==> src/rtl/alu_result_stage.sv <==
// Result stage behind the ALU. It captures the Z pair on start and drains it to the
// register-file write port: LO only for normal ops, LO then HI for mul/div.
module alu_result_stage #(
  parameter int          WIDTH  = 32,
  parameter logic [4:0]  OP_MUL = 5'b01111,
  parameter logic [4:0]  OP_DIV = 5'b10000,
  parameter int          CNT_W  = 8
) (
  input  logic             clock,
  input  logic             clear,
  input  logic [WIDTH-1:0] Zlowin,
  input  logic [WIDTH-1:0] Zhighin,
  input  logic [4:0]       op,
  input  logic             start,
  input  logic             out_ready,
  input  logic             ovr_ack,
  output logic             out_valid,
  output logic [WIDTH-1:0] out_data,
  output logic             out_hi,
  output logic             busy,
  output logic [WIDTH-1:0] Zlow_q,
  output logic [WIDTH-1:0] Zhigh_q,
  output logic             zero_flag,
  output logic             neg_flag,
  output logic             overrun,
  output logic [CNT_W-1:0] done_cnt
);

  typedef enum logic [1:0] {IDLE, SEND_LO, SEND_HI} state_t;

  state_t state;
  logic   wide;
  logic   op_wide;
  logic   ovr_set;

  assign op_wide = (op == OP_MUL) || (op == OP_DIV);
  // The final handshake cycle is still a busy cycle, so a start landing there is an overrun.
  assign ovr_set = start && (state != IDLE);

  always_ff @(posedge clock or negedge clear) begin
    if (!clear) begin
      state     <= IDLE;
      wide      <= 1'b0;
      out_valid <= 1'b0;
      out_data  <= '0;
      out_hi    <= 1'b0;
      busy      <= 1'b0;
      Zlow_q    <= '0;
      Zhigh_q   <= '0;
      zero_flag <= 1'b0;
      neg_flag  <= 1'b0;
      overrun   <= 1'b0;
      done_cnt  <= '0;
    end else begin
      if (ovr_set)      overrun <= 1'b1;
      else if (ovr_ack) overrun <= 1'b0;

      case (state)
        IDLE: begin
          if (start) begin
            Zlow_q    <= Zlowin;
            Zhigh_q   <= Zhighin;
            wide      <= op_wide;
            zero_flag <= op_wide ? ({Zhighin, Zlowin} == '0) : (Zlowin == '0);
            neg_flag  <= op_wide ? Zhighin[WIDTH-1] : Zlowin[WIDTH-1];
            out_data  <= Zlowin;
            out_hi    <= 1'b0;
            out_valid <= 1'b1;
            busy      <= 1'b1;
            state     <= SEND_LO;
          end
        end
        SEND_LO: begin
          if (out_ready) begin
            if (wide) begin
              out_data <= Zhigh_q;
              out_hi   <= 1'b1;
              state    <= SEND_HI;
            end else begin
              out_valid <= 1'b0;
              busy      <= 1'b0;
              state     <= IDLE;
              if (done_cnt != '1) done_cnt <= done_cnt + {{(CNT_W-1){1'b0}}, 1'b1};
            end
          end
        end
        SEND_HI: begin
          if (out_ready) begin
            out_valid <= 1'b0;
            busy      <= 1'b0;
            state     <= IDLE;
            if (done_cnt != '1) done_cnt <= done_cnt + {{(CNT_W-1){1'b0}}, 1'b1};
          end
        end
        default: begin
          out_valid <= 1'b0;
          busy      <= 1'b0;
          state     <= IDLE;
        end
      endcase
    end
  end

endmodule

==> config.mk <==
export PLATFORM = sky130hd
export DESIGN_NAME = alu_result_stage
export DESIGN_NICKNAME = d
export VERILOG_FILES = /design/src/rtl/alu_result_stage.sv
export SDC_FILE = /design/constraint.sdc
export NUM_CORES = 1
export LEC_CHECK = 0
export ABC_CLOCK_PERIOD_IN_PS = 2100
export CORE_ASPECT_RATIO = 1.1
export CORE_MARGIN = 4
export CORE_UTILIZATION = 38
export CTS_BUF_LIST = sky130_fd_sc_hd__clkbuf_8
export CTS_CLUSTER_DIAMETER = 100
export DETAILED_ROUTE_END_ITERATION = 8
export PLACE_DENSITY = 0.7
export SYNTH_ARGS = -nofsm -noshare
export SYNTH_HDL_FRONTEND = slang
export SYNTH_SLANG_ARGS = --single-unit
export TNS_END_PERCENT = 5
==> constraint.sdc <==
create_clock -name clock -period 2.1 [get_ports clock]
set_input_delay 0.21 -clock clock [delete_from_list [all_inputs] [get_ports clock]]
set_output_delay 0.21 -clock clock [all_outputs]
set_load 0.005 [all_outputs]
==> impl_metrics.ini, run 1 <==
[timing]
relSlewSlack_pct = 59.0
fin_skew_ns = 0.00770
worst_slack_ns = 0.424
setup_viol_count_final = 0
finalCritPeriodShare_pct = 79.8
timing_hold_violations_final = 0
fmax_mhz = 596
rsz0062_at_grt = no
post-route-min-period_ns = 1.68
maxSlewViolCount = 0
setup_tns_ns = 0
tightest_slew_ns = 0.614

[critical_path]
slowest_stage = dfrtp_1
crit_buf_inv = 0
max_stage_delay_ns = 0.53
r2r-start = state[1]
worstSetupEndpointType = flip-flop
crit_cells = 4
crit_type = reg -> reg
worstPathCellList = nor2b_1 > o21ai_2 > a21oi_2 > mux2_2
cp.arrival_ns = 1.95
r2r_end = done_cnt[1]
cp_data_required_time_ns = 2.37
cp_max_fo = 9
crit_family = flip-flops
regToRegSetupSlack_ns = 0.42
critPathLaunchType = flip-flop
rr_worst_depth = 4

[floorplanning]
floorplan.initialDensity_pct = 38.6
num_io_pins = 184
dieHeight_um = 126
die_w_um = 116
row_count = 43
fp.coreArea_mm2 = 0.0125
dieArea_mm2 = 0.0146

[clocking]
tritoncts = yes
cts_resized = 0
cts_root_buffer = clkbuf_8
htreeDepth = 3
cts_buffer_depth = 2
clock_latency_ns = 0.38
clk_pin_slew_worst_paths_ns = 0.09
postCtsHoldBufs = 1
postCtsSetupBuffers = 0
cts_buffers = 9
cts.sink_count = 112

[synthesis]
synth_most_common_cell = nand2_1
ys_top_cells_by_count = nand2_1 (234), dfrtp_1 (112), o21ai_0 (36)
async_reset_ff_share_pct = 100
synth_area_mm2 = 0.00484
ys_warn_count = 0
synth_fp_nets = 580
synth_edf_count = 0
ys_ff_latch = 112
yosys_most_used_dff = dfrtp_1
yosys-top-cells-area = dfrtp_1 (58%), nand2_1 (18%), mux2i_1 (7.0%)
synthCells = 505
syn_avg_cell_area_um2 = 9.59
ys_types = 35
synth_top_area_share_pct = 57.9
synth_top_area_cell = dfrtp_1
yosysSeqAreaShare_pct = 57.9

[final_layout]
fillers = 1142
drive_gt1_share_pct = 5.67
finalCoreUtilization_pct = 56.6
diodes = 0
syn_to_final_growth_pct = 46.4
design_area_mm2 = 0.00709
final_cells = 845
finalNetCount = 759

[worst_hold_path]
hp-start = ovr_ack
hp-class = in -> reg
hold_path_depth = 2
hold_end = overrun

[run]
cap_violations = 0

[global_routing]
grt.total_usage_pct = 20.3
grt_pass1_wl_um = 23200
grt_overflow_total = 0
grt_max_degree = 113
antenna_found_initial = 0
grt_pass1_vias = 4278

[placed_design]
post-dp-hpwl_um = 10900
dp_cells = 829
dpl_cell_area_mm2 = 0.00688
numPortBuffers = 183
place.gp.congestion = 0.862
pre_cts_slack_ns = 0.130

[route]
drt_iter0_drc = 217
first_pass_iters = 4
vias_per_cell = 5.01
drt-wirelength-per-cell_um = 17.3
antenna_left = 0
vias = 4235
wl_um = 14600
drc = 0

[power_and_ir_drop]
peakVddDrop_v = 0.000468
p_leak_nw = 3.29
power.density_mw_per_mm2 = 1090

[status]
outcome = finished, final reports clean
## cells in the final DEF, fill, tap and decap left out, types with 2 or more instances in the layout
master / count
clkinv_2: 2
dfrtp_1: 112
inv_1: 5
a2111oi_4: 2
bufinv_16: 2
nand3_1: 4
nor4_1: 16
mux2i_1: 34
buf_12: 4
a21oi_1: 2
o21ai_1: 4
clkbuf_8: 9
clkdlybuf4s50_1: 182
nand4_1: 4
xor2_1: 7
buf_4: 8
nand2_1: 233
o21ai_0: 36
## logic make-up (layout without fill, tap and decap cells)
family	after synthesis	count (layout)	synth area share, %
AOI/OAI and AO/OA	49	49	6.61
DFF	112	112	57.9
xor gates and xnor gates	7	7	1.27
adders and majority gates	1	1	0.258
muxes	35	35	7.26
buffers and inverters	30	213	3.12
and+or+nand+nor	271	271	23.6
## metrics by stage
stage	total power [W]	hold slack, ns
after global routing	0.00824	0.389
final	0.00773	0.383
after floorplan	0.00439	-0.0856
after CTS	0.00784	0.349
after global placement	0.00635	0.341
after detailed placement	0.00644	0.346
## flip-flops by register name (all words and copies together), names as in the netlist
signal	count
Zhigh_q	32
Zlow_q	32
busy	1
done_cnt	8
neg_flag	1
out_data	32
out_hi	1
overrun	1
state	2
wide	1
zero_flag	1
## layout make-up
type	instances	area [um^2]	area share (%)
clock inverters	6	77.6	1.09
inverters	3	11.3	0.159
flip-flops and latches	112	2800	39.5
clock buffers	9	124	1.75
well taps	157	196	2.77
multi-input cells	363	1910	26.9
repair buffers	195	1970	27.8
## layer usage
layer | track usage (%) | share of wire [%] | vias to the layer above
met5 | 0 | 0 | -
li1 | - | - | 2011
met1 | 26.7 | 42 | 2062
met2 | 32.5 | 49 | 134
met3 | 3.96 | 5.9 | 28
met4 | 9.42 | 3.3 | 0
## report_power, final
part / leakage, nW / switching (W) / internal (W) / total, W
Sequential: 1.39 / 0.000504 / 0.00285 / 0.00335
Combinational: 1.78 / 0.00122 / 0.00178 / 0.00300
Clock: 0.111 / 0.000723 / 0.000655 / 0.00138
## worst max-delay path by stage
stage                 from            to  slack (ns)
2_1_floorplan  done_cnt[2]   done_cnt[1]        0.55
3_3_place_gp         op[1]     zero_flag        0.15
3_5_place_dp         op[1]     zero_flag        0.13
4_1_cts           state[0]  out_data[17]        0.43
5_1_grt           state[0]  out_data[17]        0.31
6_report          state[1]   done_cnt[1]        0.42
Power figures use the tool's default switching activity.
==> run 2: changes to the inputs <==
ABC_CLOCK_PERIOD_IN_PS = 1550   (was 2100)
clock period = 1.55 ns   (was 2.1 ns; I/O delays follow)
==> run 2 against run 1 <==
Effect of this change: power increased by 38%; sequential share of layout area decreased by 3.0 points; setup slack got worse by 0.37 ns.
==> impl_metrics.ini, run 2 (same netlist as run 1, synthesis figures left out) <==
[timing]
timing_hold_violations_final = 0
fmax_mhz = 668
fin_skew_ns = 0.0139
post-route-min-period_ns = 1.50
relSlewSlack_pct = 69.8
maxSlewViolCount = 0
finalCritPeriodShare_pct = 96.5
tightest_slew_ns = 0.448
setup_viol_count_final = 0
setup_tns_ns = 0
rsz0062_at_grt = yes

[critical_path]
critPathLaunchType = flip-flop
cp_max_fo = 5
max_stage_delay_ns = 0.55
cp_data_required_time_ns = 1.39
crit_type = reg -> out
crit_family = buffers and inverters
worstSetupEndpointType = output port
slowest_stage = clkdlybuf4s50_1
crit_buf_inv = 1
cp.arrival_ns = 1.34
worstPathCellList = clkdlybuf4s50_1

[final_layout]
drive_gt1_share_pct = 13.6
finalCoreUtilization_pct = 61.2
mostFrequentLayoutCell = nand2_1
largestRegisters = Zhigh_q: 32 flops, Zlow_q: 32 flops, out_data: 32 flops
layout_common_cells = nand2_1 (233), clkdlybuf4s50_1 (178), dfrtp_1 (110), buf_4 (48), mux2i_1 (34)
syn_to_final_growth_pct = 58.4
diodes = 0
finalNetCount = 815

[clocking]
tritoncts = yes
clk_pin_slew_worst_paths_ns = 0.11
cts_buffers = 9
cts.sink_count = 112
htreeDepth = 3
cts_root_buffer = clkbuf_8
cts_buffer_depth = 2
clock_latency_ns = 0.38

[route]
first_pass_iters = 5
drc = 0
vias_per_cell = 4.99
wl_um = 15500
drt_iter0_drc = 220
vias = 4497
drt-wirelength-per-cell_um = 17.2
antenna_left = 0

[floorplanning]
floorplan.initialDensity_pct = 38.6
fp.coreArea_mm2 = 0.0125
die_w_um = 116
num_io_pins = 184
dieHeight_um = 126
dieArea_mm2 = 0.0146
row_count = 43

[worst_hold_path]
hp-class = in -> async

[global_routing]
grt_max_degree = 82
grt_pass1_wl_um = 23500
grt.total_usage_pct = 20.6
antenna_found_initial = 0
grt_pass1_vias = 4461
grt_overflow_total = 0

[power_and_ir_drop]
p_leak_nw = 3.62
peakVddDrop_v = 0.000795
power.density_mw_per_mm2 = 1400
design_power_total_w = 0.0107

[placed_design]
post-dp-hpwl_um = 11500
numPortBuffers = 183
place.gp.congestion = 0.863

[status]
outcome = finished, final reports clean

[run]
cap_violations = 0
[run 2: cell count changes in the layout (fill, tap and decap cells not counted), sizes merged, moves of 2 or more]
cell,delta
buf,+53
clkdlybuf4s50,-4
clkbuf,+3
dlygate4sd2,+2
dlymetal6s2s,+2
bufinv,-2
[run 2: timing repair]
| item | CTS | global route |
|---|---|---|
| buffers inserted | 0 | 2 |
| pin swaps | 1 | 2 |
| hold endpoints to repair | 112 | 0 |
| endpoints found under the setup margin | 9 | 98 |
| hold buffers | 1 | 0 |
| resized for setup | 6 | 17 |
| gates cloned | 0 | 3 |
[run 2: layer usage]
layer | up-vias | GRT usage, % | share of wire [%]
met3 | 42 | 3.01 | 5.7
met1 | 2172 | 26.8 | 42
li1 | 2131 | - | -
met4 | 0 | 9.62 | 4.0
met2 | 152 | 33.8 | 49
met5 | - | 0 | 0
[run 2: power breakdown]
group | internal (W) | total [W] | switching (W)
Sequential | 0.00386 | 0.00450 | 0.000638
Combinational | 0.00275 | 0.00461 | 0.00186
Clock | 0.000586 | 0.00160 | 0.00101
[run 2: worst paths after layout]
check	startpoint	endpoint	slack, ns	depth (start not counted)
worst min register to register	out_data[26]	out_data[26]	0.48	2
worst min-delay path	clear	out_data[12]	0.32	3
worst max register to register	state[1]	done_cnt[1]	0.08	5
max in group asynchronous	clear	state[0]	0.85	3
min in group clock	Zhighin[26]	Zhigh_q[26]	0.33	3
worst max-delay path	done_cnt[1]	done_cnt[1]	0.05	1
[run 2: layout make-up]
type / count / area [um^2]
Fill cell: 1112 / 4860
Sequential cell: 112 / 2810
Timing Repair Buffer: 251 / 2560
Multi-Input combinational cell: 363 / 1930
Tap cell: 157 / 196
Clock buffer: 9 / 124
Clock inverter: 6 / 43.8
Inverter: 3 / 11.3
[run 2: per-stage QoR]
| step | setup slack, ns | hold slack, ns | std cells | area (um^2) |
|---|---|---|---|---|
| 2_1_floorplan | 0.0105 | -0.141 | 505 | 4850 |
| 3_3_place_gp | -0.290 | 0.223 | 880 | 7330 |
| 3_5_place_dp | -0.357 | 0.235 | 880 | 7330 |
| 4_1_cts | -0.0146 | 0.308 | 896 | 7520 |
| 5_1_grt | -0.00230 | 0.325 | 901 | 7670 |
| 6_report | 0.0536 | 0.319 | 901 | 7670 |
[run 2: worst register-to-register path: stages, from the launching register on]
cell and delay [ns]:
dfrtp_2 0.47, nor3b_2 0.20, o21ai_2 0.09, buf_12 0.15, a21oi_4 0.12, mux2_2 0.34
==> run 3: changes to the inputs <==
DONT_BUFFER_PORTS = 1   (was unset)
PLACE_DENSITY = 0.51   (was 0.7)
==> run 3 against run 2 <==
Effect of this change: the flow now finishes with violations (negative hold slack); critical path depth is 3 higher; setup slack better by 0.0045 ns; first-iteration DRC count is 6.4% higher; cell area is 21% lower; global-route usage is 0.76 points lower; register-to-register slack worse by 0.02 ns; count of clock-buffer cells in the layout stayed put; highest routed layer unchanged.
==> impl_metrics.ini, run 3 (same netlist as run 1, synthesis figures left out) <==
[timing]
setup_tns_ns = 0
post-route-min-period_ns = 1.49
maxSlewViolCount = 0
relSlewSlack_pct = 71.7
finalCritPeriodShare_pct = 96.3
fin_skew_ns = 0.00920
hold_slack_ns = -0.533
worst_slack_ns = 0.0581
fmax_mhz = 670
rsz0062_at_grt = yes
timing_hold_violations_final = 112
setup_viol_count_final = 0
tightest_slew_ns = 0.421

[route]
drt-wirelength-per-cell_um = 19.3
first_pass_iters = 4
vias = 3840
vias_per_cell = 5.17
antenna_left = 0
drt_iter0_drc = 234
drc = 0
wl_um = 14400

[power_and_ir_drop]
p_int_w = 0.00576
pwr-share-comb_pct = 23.7
p_leak_nw = 2.94
seqPwrFrac_pct = 53.9
p_switching_w = 0.00307
clkPwrFrac_pct = 22.3
power.density_mw_per_mm2 = 1450
peakVddDrop_v = 0.000688
p_sw_share_pct = 34.8

[clocking]
clock_latency_ns = 0.36
postCtsHoldBufs = 67
postCtsSetupBuffers = 0
tritoncts = yes
cts_buffers = 9
htreeDepth = 3
cts.sink_count = 112
clk_pin_slew_worst_paths_ns = 0.11
cts_buffer_depth = 2
cts_root_buffer = clkbuf_8

[run]
cap_violations = 0

[floorplanning]
num_io_pins = 184
dieHeight_um = 126
fp.coreArea_mm2 = 0.0125
die_w_um = 116
row_count = 43
dieArea_mm2 = 0.0146
floorplan.initialDensity_pct = 38.6

[worst_hold_path]
hp-class = in -> async

[final_layout]
drive_gt1_share_pct = 9.73
layout_common_cells = nand2_1 (233), dfrtp_1 (111), dlygate4sd3_1 (67), o21ai_0 (36), mux2i_1 (34)
diodes = 0
mostFrequentLayoutCell = nand2_1
final_cells = 743
finalNetCount = 656
syn_to_final_growth_pct = 25.5
design_area_mm2 = 0.00608
largestRegisters = Zhigh_q: 32 flops, Zlow_q: 32 flops, out_data: 32 flops

[status]
outcome = finished with violations
violations = negative hold slack

[critical_path]
crit_type = reg -> reg
critPathLaunchType = flip-flop
worstSetupEndpointType = flip-flop
worstPathCellList = nor3b_2 > o21ai_4 > a21oi_4 > mux2_2
r2r_end = done_cnt[1]
r2r-start = state[0]
cp_max_fo = 8
max_stage_delay_ns = 0.47
crit_cells = 4
rr_worst_depth = 4
slowest_stage = dfrtp_2
cp.arrival_ns = 1.75
crit_family = flip-flops
cp_data_required_time_ns = 1.81
crit_buf_inv = 0
regToRegSetupSlack_ns = 0.06

[placed_design]
dpl_cell_area_mm2 = 0.00514
numPortBuffers = 0
pre_cts_slack_ns = -0.0421
dp_cells = 660
post-dp-hpwl_um = 9840
place.gp.congestion = 0.814

[global_routing]
grt_max_degree = 113
grt_overflow_total = 0
antenna_found_initial = 0
grt_pass1_vias = 4078
grt.total_usage_pct = 19.8
grt_pass1_wl_um = 22600
-- run 3: routing by layer --
layer / wire length (um) / vias up / track usage, %
li1: - / 1810 / -
met1: 5940 / 1874 / 25.4
met2: 6840 / 146 / 32.3
met3: 1440 / 10 / 7.11
met4: 140 / 0 / 4.57
met5: 0 / - / 0
-- run 3: how the worst max path moves through the flow --
stage / end / slack (ns) / start
finish: done_cnt[1] / 0.06 / state[0]
global route: zero_flag / -0.04 / state[1]
CTS: Zhigh_q[8] / 0.004 / state[1]
detailed placement: done_cnt[1] / -0.04 / state[0]
global placement: done_cnt[1] / 0.01 / state[0]
floorplan: done_cnt[1] / 0.01 / done_cnt[2]
-- run 3: what timing repair did --
action	CTS	global route
setup endpoints to repair	4	73
endpoints found under the hold margin	211	112
resized for setup	2	10
pin swaps	0	1
-- run 3: final cells by class --
type                    instances  area [um^2]
flip-flops and latches        112         2800
inverters                       3         11.3
clock inverters                 7          103
fillers                      1204         6450
repair buffers                 92          913
well taps                     157          196
multi-input cells             363         1930
clock buffers                   9          124
-- run 3: stage by stage --
step / utilization [%] / hold slack [ns] / total power [W]
4_1_cts: 48.2 / -0.558 / 0.00892
3_3_place_gp: 41.0 / -0.137 / 0.00668
6_report: 48.5 / -0.533 / 0.00883
2_1_floorplan: - / -0.141 / 0.00596
5_1_grt: 48.5 / -0.578 / 0.00948
3_5_place_dp: 41.0 / -0.137 / 0.00676
-- run 3: worst reg2reg max path: stages, from the launching register on --
cell	delay (ns)
dfrtp_2	0.47
nor3b_2	0.27
o21ai_4	0.15
a21oi_4	0.16
mux2_2	0.35
-- run 3: power by group through the flow --
stage / clock network, W / registers, W / logic, W
after floorplan: 0 / 0.00457 / 0.00139
after global placement: 0 / 0.00483 / 0.00185
after detailed placement: 0 / 0.00484 / 0.00192
after CTS: 0.00205 / 0.00479 / 0.00208
after global routing: 0.00216 / 0.00491 / 0.00241
final: 0.00197 / 0.00476 / 0.00210
